<file path="src/rtl/dsp_stream_sequencer.sv">
// rtl/dsp_stream_sequencer.sv - FIFO-to-codec sample sequencer with L/R alternation, mute and status counters
module dsp_stream_sequencer #(
    parameter int DATA_W = 24,
    parameter int IN_W   = 32,
    parameter int CNT_W  = 16
) (
    input  logic              clk,
    input  logic              reset_n,
    input  logic              enable,
    input  logic              mute,
    input  logic              valid_in_fifo,
    output logic              ready_out_fifo,
    input  logic [IN_W-1:0]   stream_in,
    output logic              valid_out_audio,
    input  logic              ready_in_audio,
    output logic [DATA_W-1:0] stream_out,
    output logic              channel_out,
    output logic [CNT_W-1:0]  underrun_count,
    output logic [CNT_W-1:0]  resync_count
);

    typedef enum logic [1:0] {
        S_IDLE     = 2'd0,
        S_EXPECT_L = 2'd1,
        S_EXPECT_R = 2'd2
    } state_t;

    state_t              r_state;
    state_t              w_state_next;
    logic                r_valid;
    logic [DATA_W-1:0]   r_data;
    logic                r_channel;
    logic [CNT_W-1:0]    r_underrun_count;
    logic [CNT_W-1:0]    r_resync_count;

    logic                w_out_free;
    logic                w_ready;
    logic                w_accept;
    logic                w_tag;
    logic                w_expected;
    logic                w_match;
    logic                w_load;
    logic                w_xfer;
    logic                w_underrun;
    logic                w_unused_bits;

    assign w_tag         = stream_in[IN_W-1];
    assign w_unused_bits = ^stream_in[IN_W-2:DATA_W];
    assign w_expected    = (r_state == S_EXPECT_R);
    assign w_match       = (w_tag == w_expected);
    assign w_out_free    = !r_valid || ready_in_audio;
    assign w_ready       = enable && (r_state != S_IDLE) && w_out_free;
    assign w_accept      = valid_in_fifo && w_ready;
    assign w_load        = w_accept && w_match;
    assign w_xfer        = r_valid && ready_in_audio;
    assign w_underrun    = enable && (r_state != S_IDLE) && ready_in_audio && !r_valid;

    // Expected channel lives in the state; a mismatched word never advances it.
    always_comb begin
        w_state_next = r_state;
        case (r_state)
            S_IDLE: begin
                if (enable) begin
                    w_state_next = S_EXPECT_L;
                end
            end
            S_EXPECT_L, S_EXPECT_R: begin
                if (!enable) begin
                    if (!r_valid) begin
                        w_state_next = S_IDLE;
                    end
                end else if (w_load) begin
                    w_state_next = (r_state == S_EXPECT_L) ? S_EXPECT_R : S_EXPECT_L;
                end
            end
            default: w_state_next = S_IDLE;
        endcase
    end

    always_ff @(posedge clk or negedge reset_n) begin
        if (!reset_n) begin
            r_state <= S_IDLE;
        end else begin
            r_state <= w_state_next;
        end
    end

    // Mute is applied as the word is captured, so a held sample never changes.
    always_ff @(posedge clk or negedge reset_n) begin
        if (!reset_n) begin
            r_valid   <= 1'b0;
            r_data    <= '0;
            r_channel <= 1'b0;
        end else if (w_load) begin
            r_valid   <= 1'b1;
            r_data    <= mute ? '0 : stream_in[DATA_W-1:0];
            r_channel <= w_tag;
        end else if (w_xfer) begin
            r_valid   <= 1'b0;
        end
    end

    always_ff @(posedge clk or negedge reset_n) begin
        if (!reset_n) begin
            r_underrun_count <= '0;
            r_resync_count   <= '0;
        end else begin
            if (w_underrun && (r_underrun_count != '1)) begin
                r_underrun_count <= r_underrun_count + CNT_W'(1);
            end
            if (w_accept && !w_match && (r_resync_count != '1)) begin
                r_resync_count <= r_resync_count + CNT_W'(1);
            end
        end
    end

    assign ready_out_fifo  = w_ready;
    assign valid_out_audio = r_valid;
    assign stream_out      = r_data;
    assign channel_out     = r_channel;
    assign underrun_count  = r_underrun_count;
    assign resync_count    = r_resync_count;

endmodule
</file>
<file path="config.mk">
export PLATFORM = sky130hd
export DESIGN_NAME = dsp_stream_sequencer
export DESIGN_NICKNAME = d
export VERILOG_FILES = /design/src/rtl/dsp_stream_sequencer.sv
export SDC_FILE = /design/constraint.sdc
export NUM_CORES = 1
export LEC_CHECK = 0
export ABC_AREA = 1
export CAP_MARGIN = 20
export CORE_AREA = 8 8 92 103
export DETAILED_ROUTE_END_ITERATION = 8
export DIE_AREA = 0 0 100 111
export PLACE_DENSITY = 0.75
export SETUP_SLACK_MARGIN = 0.1
export SYNTH_ARGS = -nofsm -noshare
export SYNTH_HDL_FRONTEND = slang
export SYNTH_SLANG_ARGS = --single-unit
</file>
<file path="constraint.sdc">
create_clock -name clk -period 1.6 [get_ports clk]
set_input_delay 0.48 -clock clk [delete_from_list [all_inputs] [get_ports clk]]
set_output_delay 0.48 -clock clk [all_outputs]
set_load 0.02 [all_outputs]
</file>
# Word-level counts from Yosys, hierarchy flattened
# Cells that the tools add are included.
# W data, S select, Z words.
# classes
n_reduce_logical	18
n_eq_ne	8
n_mux	9
n_addsub	2
# ops
operator	n
$add A16 B1 Y16 const B	2
$ne A16 B16 Y1 const B	2
$mux W24	1
$logic_and A1 B1 Y1	10
$mux W2	5
$ne A3 B3 Y1 const B	2
$pmux W2 S2	1
$reduce_bool A2 Y1	2
$reduce_and A3 Y1	1
$eq A2 B1 Y1 const B	1
$eq A2 B2 Y1 const B	1
$logic_not A1 Y1	2
$logic_not A2 Y1	1
$mux W1	2
$ne A2 B2 Y1 const B	1
$reduce_or A2 Y1	1
$eq A1 B1 Y1	1
$logic_or A1 B1 Y1	1
# word_totals
out_inout_bits	59
elab_cells	43
input_bits	38
register_bits	60

# Logic depth before layout (Yosys ltp)
# logic_depth
word_depth	8
depth_mapped	12
mapped_depth_nobuf	11

# Worst setup path after synthesis
# Ideal clock, no wire load.
# synth_path
path_kind	reg-to-reg
startpoint	register r_state[0]
endpoint	register r_data[12] (netlist: stream_out[12])
required_ns	1.468
setup_ns	0.132
period_less_slack_ns	1.723
path_stages_with_launch	10
slack_ns	-0.123
path_buffers	1
arrival_time_ns	1.591
cell_sequence	dfrtp_1 inv_1 ha_1 inv_1 nand2_1 nor2_2 nand3_1 clkbuf_1 nand2_1 o21ai_0
# synth_between
elab_chain_len	5
elab_cells_between_ends	7
classes_between	2 x eq/ne; 5 x reduce/logical
# synth_lines
element	line_no	rtl
start, declared	28	state_t r_state;
start signal, assigned	84	r_state <= w_state_next;
$reduce_bool A2 Y1	52	assign w_ready = enable && (r_state != S_IDLE) && w_out_free;
$logic_and A1 B1 Y1 (2 in series)	52	
via ready_out_fifo	12	output logic ready_out_fifo,
$logic_and A1 B1 Y1	53	assign w_accept = valid_in_fifo && w_ready;
$logic_and A1 B1 Y1	54	assign w_load = w_accept && w_match;
end signal, assigned	96	r_data <= mute ? '0 : stream_in[DATA_W-1:0];
end, declared	31	logic [DATA_W-1:0] r_data;
# The timed path passes the listed nets, and every way through them passes these cells.
# A chain may end at the register's enable or synchronous reset.

# Final worst setup path
# layout_path
startpoint	register r_state[1]
endpoint	output ready_out_fifo
# layout_between
elab_chain_len	3
# layout_lines
element	line_no
$reduce_bool A2 Y1	52
$logic_and A1 B1 Y1 (2 in series)	52
end, declared	12
# Every way passes these cells.

==> summary.txt <==
Die
  • Die span in x: 100 um
  • Die area: 11100 um^2
  • Initial Util: 41.9%
  • Die H: 111 um
  • I/O Pins: 97
  • Rows: 34
  • Core Area: 7740 um^2

Pwr
  • Pwr Total: 0.00719 W
  • Power per cell area: 1400 nW/um^2
  • Peak supply drop: 0.990 mV
  • Leak Pwr: 2.52 nW

Layout
  • Area Overhead vs Synth: 57.8%
  • # fillers: 651
  • Antenna cell count: 0
  • Final core occ: 66.1%
  • Share of layout cells above drive strength 1: 34.3%
  • Final Net Count: 637
  • Finished Cell Area: 5120 um^2

Worst setup path
  • Buffers and inverters on the worst path: 3
  • Critical Path AT: 1.28 ns
  • Critical path class: reg -> out
  • Maximum fanout along the worst path: 2
  • Largest stage delay, worst path: 0.37 ns
  • Crit-path leading delay family: flip-flops
  • CP endpoint kind: primary output
  • Crit start category: flop
  • Critical path's slowest cell: dfrtp_1
  • Sequence of cells on the critical path: inv_2, ha_4, inv_4, nand2_4, nor2_4, buf_6
  • CP required: 1.12 ns

Clocking
  • Clock latency on the worst-skew pair: 0.35 ns
  • H-tree Lvls: 3
  • CTS Buf Count: 9
  • CTS sink cnt: 60
  • Number of hold buffers added after cts: 0
  • Clock root cell: clkbuf_8
  • CTS tree: done
  • Bufs on Longest Clock Path: 2
  • Clock slew at reported path FFs: 0.07 ns

Global route
  • Global-route wire length before repair: 16.2 mm
  • Pin count of the biggest net entering global routing: 33
  • Global Route Usage Sum: 17.9%
  • GRT busiest layer: met2
  • Initial antenna violation count: 0
  • Vias in the first global route: 3483
  • Grt met1 use: 18.7%
  • Met3 usage: 3.89%
  • Grt ovf: 0
  • GR Util met2: 32.6%

Placed design
  • Port Buffers: 89
  • Placed cell areas: 4650 um^2
  • Hpwl dp: 6.84 mm
  • RePlAce Congestion: 0.899

Yosys
  • Total number of yosys warnings: 0
  • Most common cell in the netlist: nand2_1
  • Synth area leaders: dfrtp_1 (46%), nand2_1 (24%), o21ai_0 (4.8%)
  • Mapped Nets: 485
  • Synth Instances: 441
  • Area of the mapped netlist: 3240 um^2
  • Register area share after synthesis: 46.3%
  • Synthesis-stage register bit count: 60
  • Ys async rst share: 100%
  • Synthesized area per cell: 7.36 um^2
  • Yosys cell types: 23
  • Post-synth top cells: nand2_1 (211), dfrtp_1 (60), nor2_1 (34)
  • Post-synth EDFFs: 0
  • Ys flop type: dfrtp_1
  • Top-area cell type share of the netlist area: 46.3%
  • Synth area leader: dfrtp_1

Timing
  • Skew final: 0.0100 ns
  • F_max: 568 MHz
  • RSZ-0062 raised after global routing: true
  • Worst hold slack: 0.0385 ns
  • Max-slew violations: 0
  • Slew at the pin closest to its max-slew limit: 0.364 ns
  • Setup violators final: 49
  • Slew HR: 75.7%
  • Post-route setup slack: -0.161 ns
  • Final hold vios: 0
  • Min cycle time layout: 1.76 ns
  • Final period utilization: 110%

Status
  • Failing checks: negative setup slack
  • Status: complete, but fails checks

Flow run
  • Max_cap viols: 0

Route
  • TritonRoute pass-1 iters: 4
  • Vias: 3399
  • Vias/cell: 4.81
  • DRT antenna net count: 0
  • Routed len/inst: 14.2 um
  • Drt drc: 0
  • DR iter-0 viols: 110
  • Drt total wl: 10.0 mm

Min path
  • Worst hold path class: in -> async
## where the power goes
group / leakage (nW) / switching [W] / internal, W
Combinational: 1.60 / 0.00173 / 0.00145
Sequential: 0.791 / 0.000287 / 0.00193
Clock: 0.130 / 0.000668 / 0.00113
## metal layers
metal,wire length (um),vias up
met1,3820,1609
met3,433,20
met5,0,-
met4,286,0
li1,-,1677
met2,5500,93
## placed cells by master, fill, tap and decap left out, types with 4 or more instances in the layout
master / Yosys / routed
nand2_4: 1 / 4
nand2_1: 211 / 190
clkdlybuf4s15_2: 0 / 16
inv_1: 28 / 24
o21ai_0: 31 / 10
clkdlybuf4s50_1: 0 / 27
ha_4: 0 / 4
buf_2: 0 / 38
buf_6: 4 / 14
nand3_1: 12 / 10
nand4_1: 8 / 8
buf_12: 0 / 7
nand2_2: 8 / 26
nor2_4: 1 / 4
nor2_1: 34 / 32
clkbuf_8: 0 / 11
dfrtp_1: 60 / 50
clkbuf_2: 0 / 4
dfrtp_2: 0 / 10
o21ai_1: 4 / 22
buf_4: 0 / 41
xnor2_1: 13 / 12
## logic make-up (layout without fill, tap and decap cells)
family	Yosys count	after routing	synth area share, %
XOR/XNOR	15	15	4.05
adder cells (fa/ha/maj)	6	6	2.31
buffers and inverters	41	198	5.82
AND/OR/NAND/NOR	282	282	35.5
AO/OA/AOI/OAI	37	37	6.05
flip-flops	60	60	46.3
## sequential cells by signal (all words and copies together), names as in the netlist
signal / cells
channel_out: 1
resync_count: 16
valid_out_audio: 1
r_state: 2
stream_out: 24
underrun_count: 16
## timing repair
item	in CTS	in global routing
setup endpoints to repair	117	84
gates resized for setup	274	37
cloned	3	1
pin swaps	12	7
buffers inserted	14	2
## per-stage QoR
stage	worst slack, ns	setup TNS (ns)	std cells
after CTS	-0.187	-0.997	705
after global routing	-0.211	-7.06	706
final	-0.161	-3.01	706
after global placement	-0.720	-16.48	673
after detailed placement	-0.727	-17.84	673
after floorplan	0.0328	0	441
## area by class of cell
type | count | area [um^2] | share of cell area, %
sequential | 60 | 1510 | 29.6
clock buffer | 11 | 151 | 2.96
tap | 108 | 135 | 2.64
timing repair inverter | 1 | 7.51 | 0.147
multi-input combinational | 340 | 1740 | 34.0
timing repair buffer | 151 | 1340 | 26.1
inverter | 30 | 128 | 2.49
clock inverter | 5 | 108 | 2.10
## final timing paths
kind	depth (start not counted)	slack [ns]	end	from
worst max-delay path	6	-0.16	ready_out_fifo	r_state[1]
worst min-delay path	1	0.04	valid_out_audio	reset_n
worst max register to register	13	-0.10	resync_count[12]	r_state[1]
worst min register to register	2	0.50	channel_out	channel_out
max in group asynchronous	2	1.06	resync_count[5]	reset_n
min in group clk	2	0.50	channel_out	channel_out
Power figures use the tool's default switching activity.
==> patch: new RTL, same flow settings <==
Make the reset (`reset_n`) synchronous in 3 clocked blocks.
--- a/src/rtl/dsp_stream_sequencer.sv
+++ b/src/rtl/dsp_stream_sequencer.sv
@@ -79,3 +79,3 @@
 
-    always_ff @(posedge clk or negedge reset_n) begin
+    always_ff @(posedge clk) begin
         if (!reset_n) begin
@@ -88,3 +88,3 @@
     // Mute is applied as the word is captured, so a held sample never changes.
-    always_ff @(posedge clk or negedge reset_n) begin
+    always_ff @(posedge clk) begin
         if (!reset_n) begin
@@ -102,3 +102,3 @@
 
-    always_ff @(posedge clk or negedge reset_n) begin
+    always_ff @(posedge clk) begin
         if (!reset_n) begin
Formal check against the unedited RTL: differs if reset_n is asserted again (counterexample within 4 cycles, from zero or initial values and one cycle with reset_n low); with reset_n held inactive, the same outputs for 10 cycles.
==> patch against the unedited design <==
  * The flow still finishes with violations (setup timing)
  * Highest routed layer unchanged
  * Power down 34%
  * Count of clock-buffer cells in the layout is 2 higher
  * Final area grew 8.3%
  * Sequential cell count stayed put
  * Die area unchanged
  * Cell count up 3.8%
  * Routed wire length grew 19%
  * Maximum frequency grew 1.6%
  * Critical path depth is the same
  * Register-to-register slack gained 0.08 ns
  * Synthesized area fell by 3.9%
  * Utilization grew 5.5 points
  * Largest cell class unchanged
  * Worst setup slack better by 0.027 ns
  * Sequential power decreased by 25%
==> patch: results (changes against the unedited design) <==
Place
  • Place WS: -0.673 ns (+0.0548 ns)
  • Placed Area: 4540 sq um (-2.4%)
  • Post-DP HPWL: 6750 um (-1.2%)
  • GPL Wtd Cong: 0.903 (+0.43%)

Critical path
  • Data arrival, critical path: 1.25 ns (-0.03 ns)
  • RR Startpoint: r_state[0]$_SDFFE_PN0P_
  • Slack of the worst reg-to-reg path: -0.02 ns (+0.08 ns)
  • R2R depth: 9 (-4)
  • Slowest CP cell: dfxtp_2
  • Slowest Stage Delay on Critical Path: 0.33 ns (-0.04 ns)

Outcome
  • Failing checks: setup timing
  • Status: complete, but fails checks

Power and ir drop
  • P_leak: 0.00212 uW (-16%)
  • VDD IR max: 0.000484 V (-51%)

Detailed routing
  • First-pass detailed-route iteration total: 5 (+1)
  • Initial DRC count: 185 (+68%)
  • Vias per cell: 5.23 (+8.5%)
  • Routed WL: 11,900 um (+19%)

Timing
  • Slew margin rel.: 0.822 (+0.0650)
  • Final Setup Violations: 11 (-78%)
  • Post-Route Setup TNS: -0.233 ns (+2.78 ns)
  • Hold_ws: 0.464 ns (+0.425 ns)
  • Clock skew: 0.00926 ns (-0.000782 ns)
  • Setup ws final: -0.133 ns (+0.0273 ns)

Hold path
  • HP Class: flop to flop

Final layout
  • Fin cells: 733 (+3.8%)
  • # nets final: 665 (+4.4%)
  • Number of diodes: 0 (unchanged)
  • Fraction of layout cells with a size suffix above 1: 0.469 (+0.126)
  • Fillers: 579 (-11%)
  • FF/Latch Area: 1220 sq um (-19%)

Global routing
  • Vias in the first global route: 3,811 (+9.4%)
  • First-pass GRT wire length: 17,200 um (+6.7%)
  • Largest net degree at the start of global routing: 28 (-15%)

Logic synthesis
  • Asr flop ratio synth: 0 (-1.00)
  • XOR/XNOR Fraction of Synth Area: 0.0389 (-0.00155)
  • Synth Area in Compound Gates: 0.108 (+0.0470)
  • Syn. warnings: 0 (unchanged)
  • Syn Nets: 501 (+3.3%)
  • Mean Syn Cell Area: 6.82 sq um (-7.3%)
  • Register area share after synthesis: 0.385 (-0.0774)
  • Largest cells by area after synthesis: dfxtp_1, nand2_1, a21oi_1
-- patch: cell count changes in the layout (fill, tap and decap cells not counted), sizes merged, moves of 3 or more --
| cell | unedited run | this run |
|---|---|---|
| nand2 | 220 | 152 |
| dfrtp | 60 | 0 |
| dfxtp | 0 | 60 |
| a21oi | 1 | 52 |
| nand3 | 13 | 50 |
| clkbuf | 16 | 47 |
| o21ai | 36 | 11 |
| buf | 101 | 83 |
| nor2 | 39 | 53 |
| xnor2 | 13 | 8 |
| bufinv | 3 | 0 |
| xor2 | 2 | 5 |
-- patch: repair_timing --
item | in CTS | in global routing
pin swaps | 45 | 44
gates resized for setup | 217 | 153
setup endpoints to repair | 118 | 106
buffers inserted | 7 | 8
cloned | 4 | 7
endpoints found under the hold margin | 0 | 0
-- patch: layout make-up --
cell class                 count  area share
multi-input combinational    353       0.427
tap                          108      0.0244
inverter                      31      0.0241
clock buffer                  13      0.0287
sequential                    60       0.221
clock inverter                 2     0.00181
timing repair inverter         3     0.00948
timing repair buffer         163       0.263
-- patch: layer usage --
| layer | share of wire | GRT usage | routed length, um |
|---|---|---|---|
| met1 | 0.38 | 0.199 | 4550 |
| met2 | 0.52 | 0.313 | 6240 |
| met3 | 0.069 | 0.0653 | 826 |
| met4 | 0.025 | 0.109 | 296 |
| met5 | 0 | 0 | 0 |
-- patch: power breakdown --
| group | total (uW) | internal (uW) | switching (uW) |
|---|---|---|---|
| logic | 1860 | 871 | 988 |
| registers | 1670 | 1590 | 82.4 |
| clock network | 1240 | 635 | 606 |
| total | 4770 | 3090 | 1680 |
-- patch: worst min-delay path: stages (launching register included) --
cell and delay (ns):
dfxtp_1 0.31, nand2_1 0.06, a21oi_1 0.05
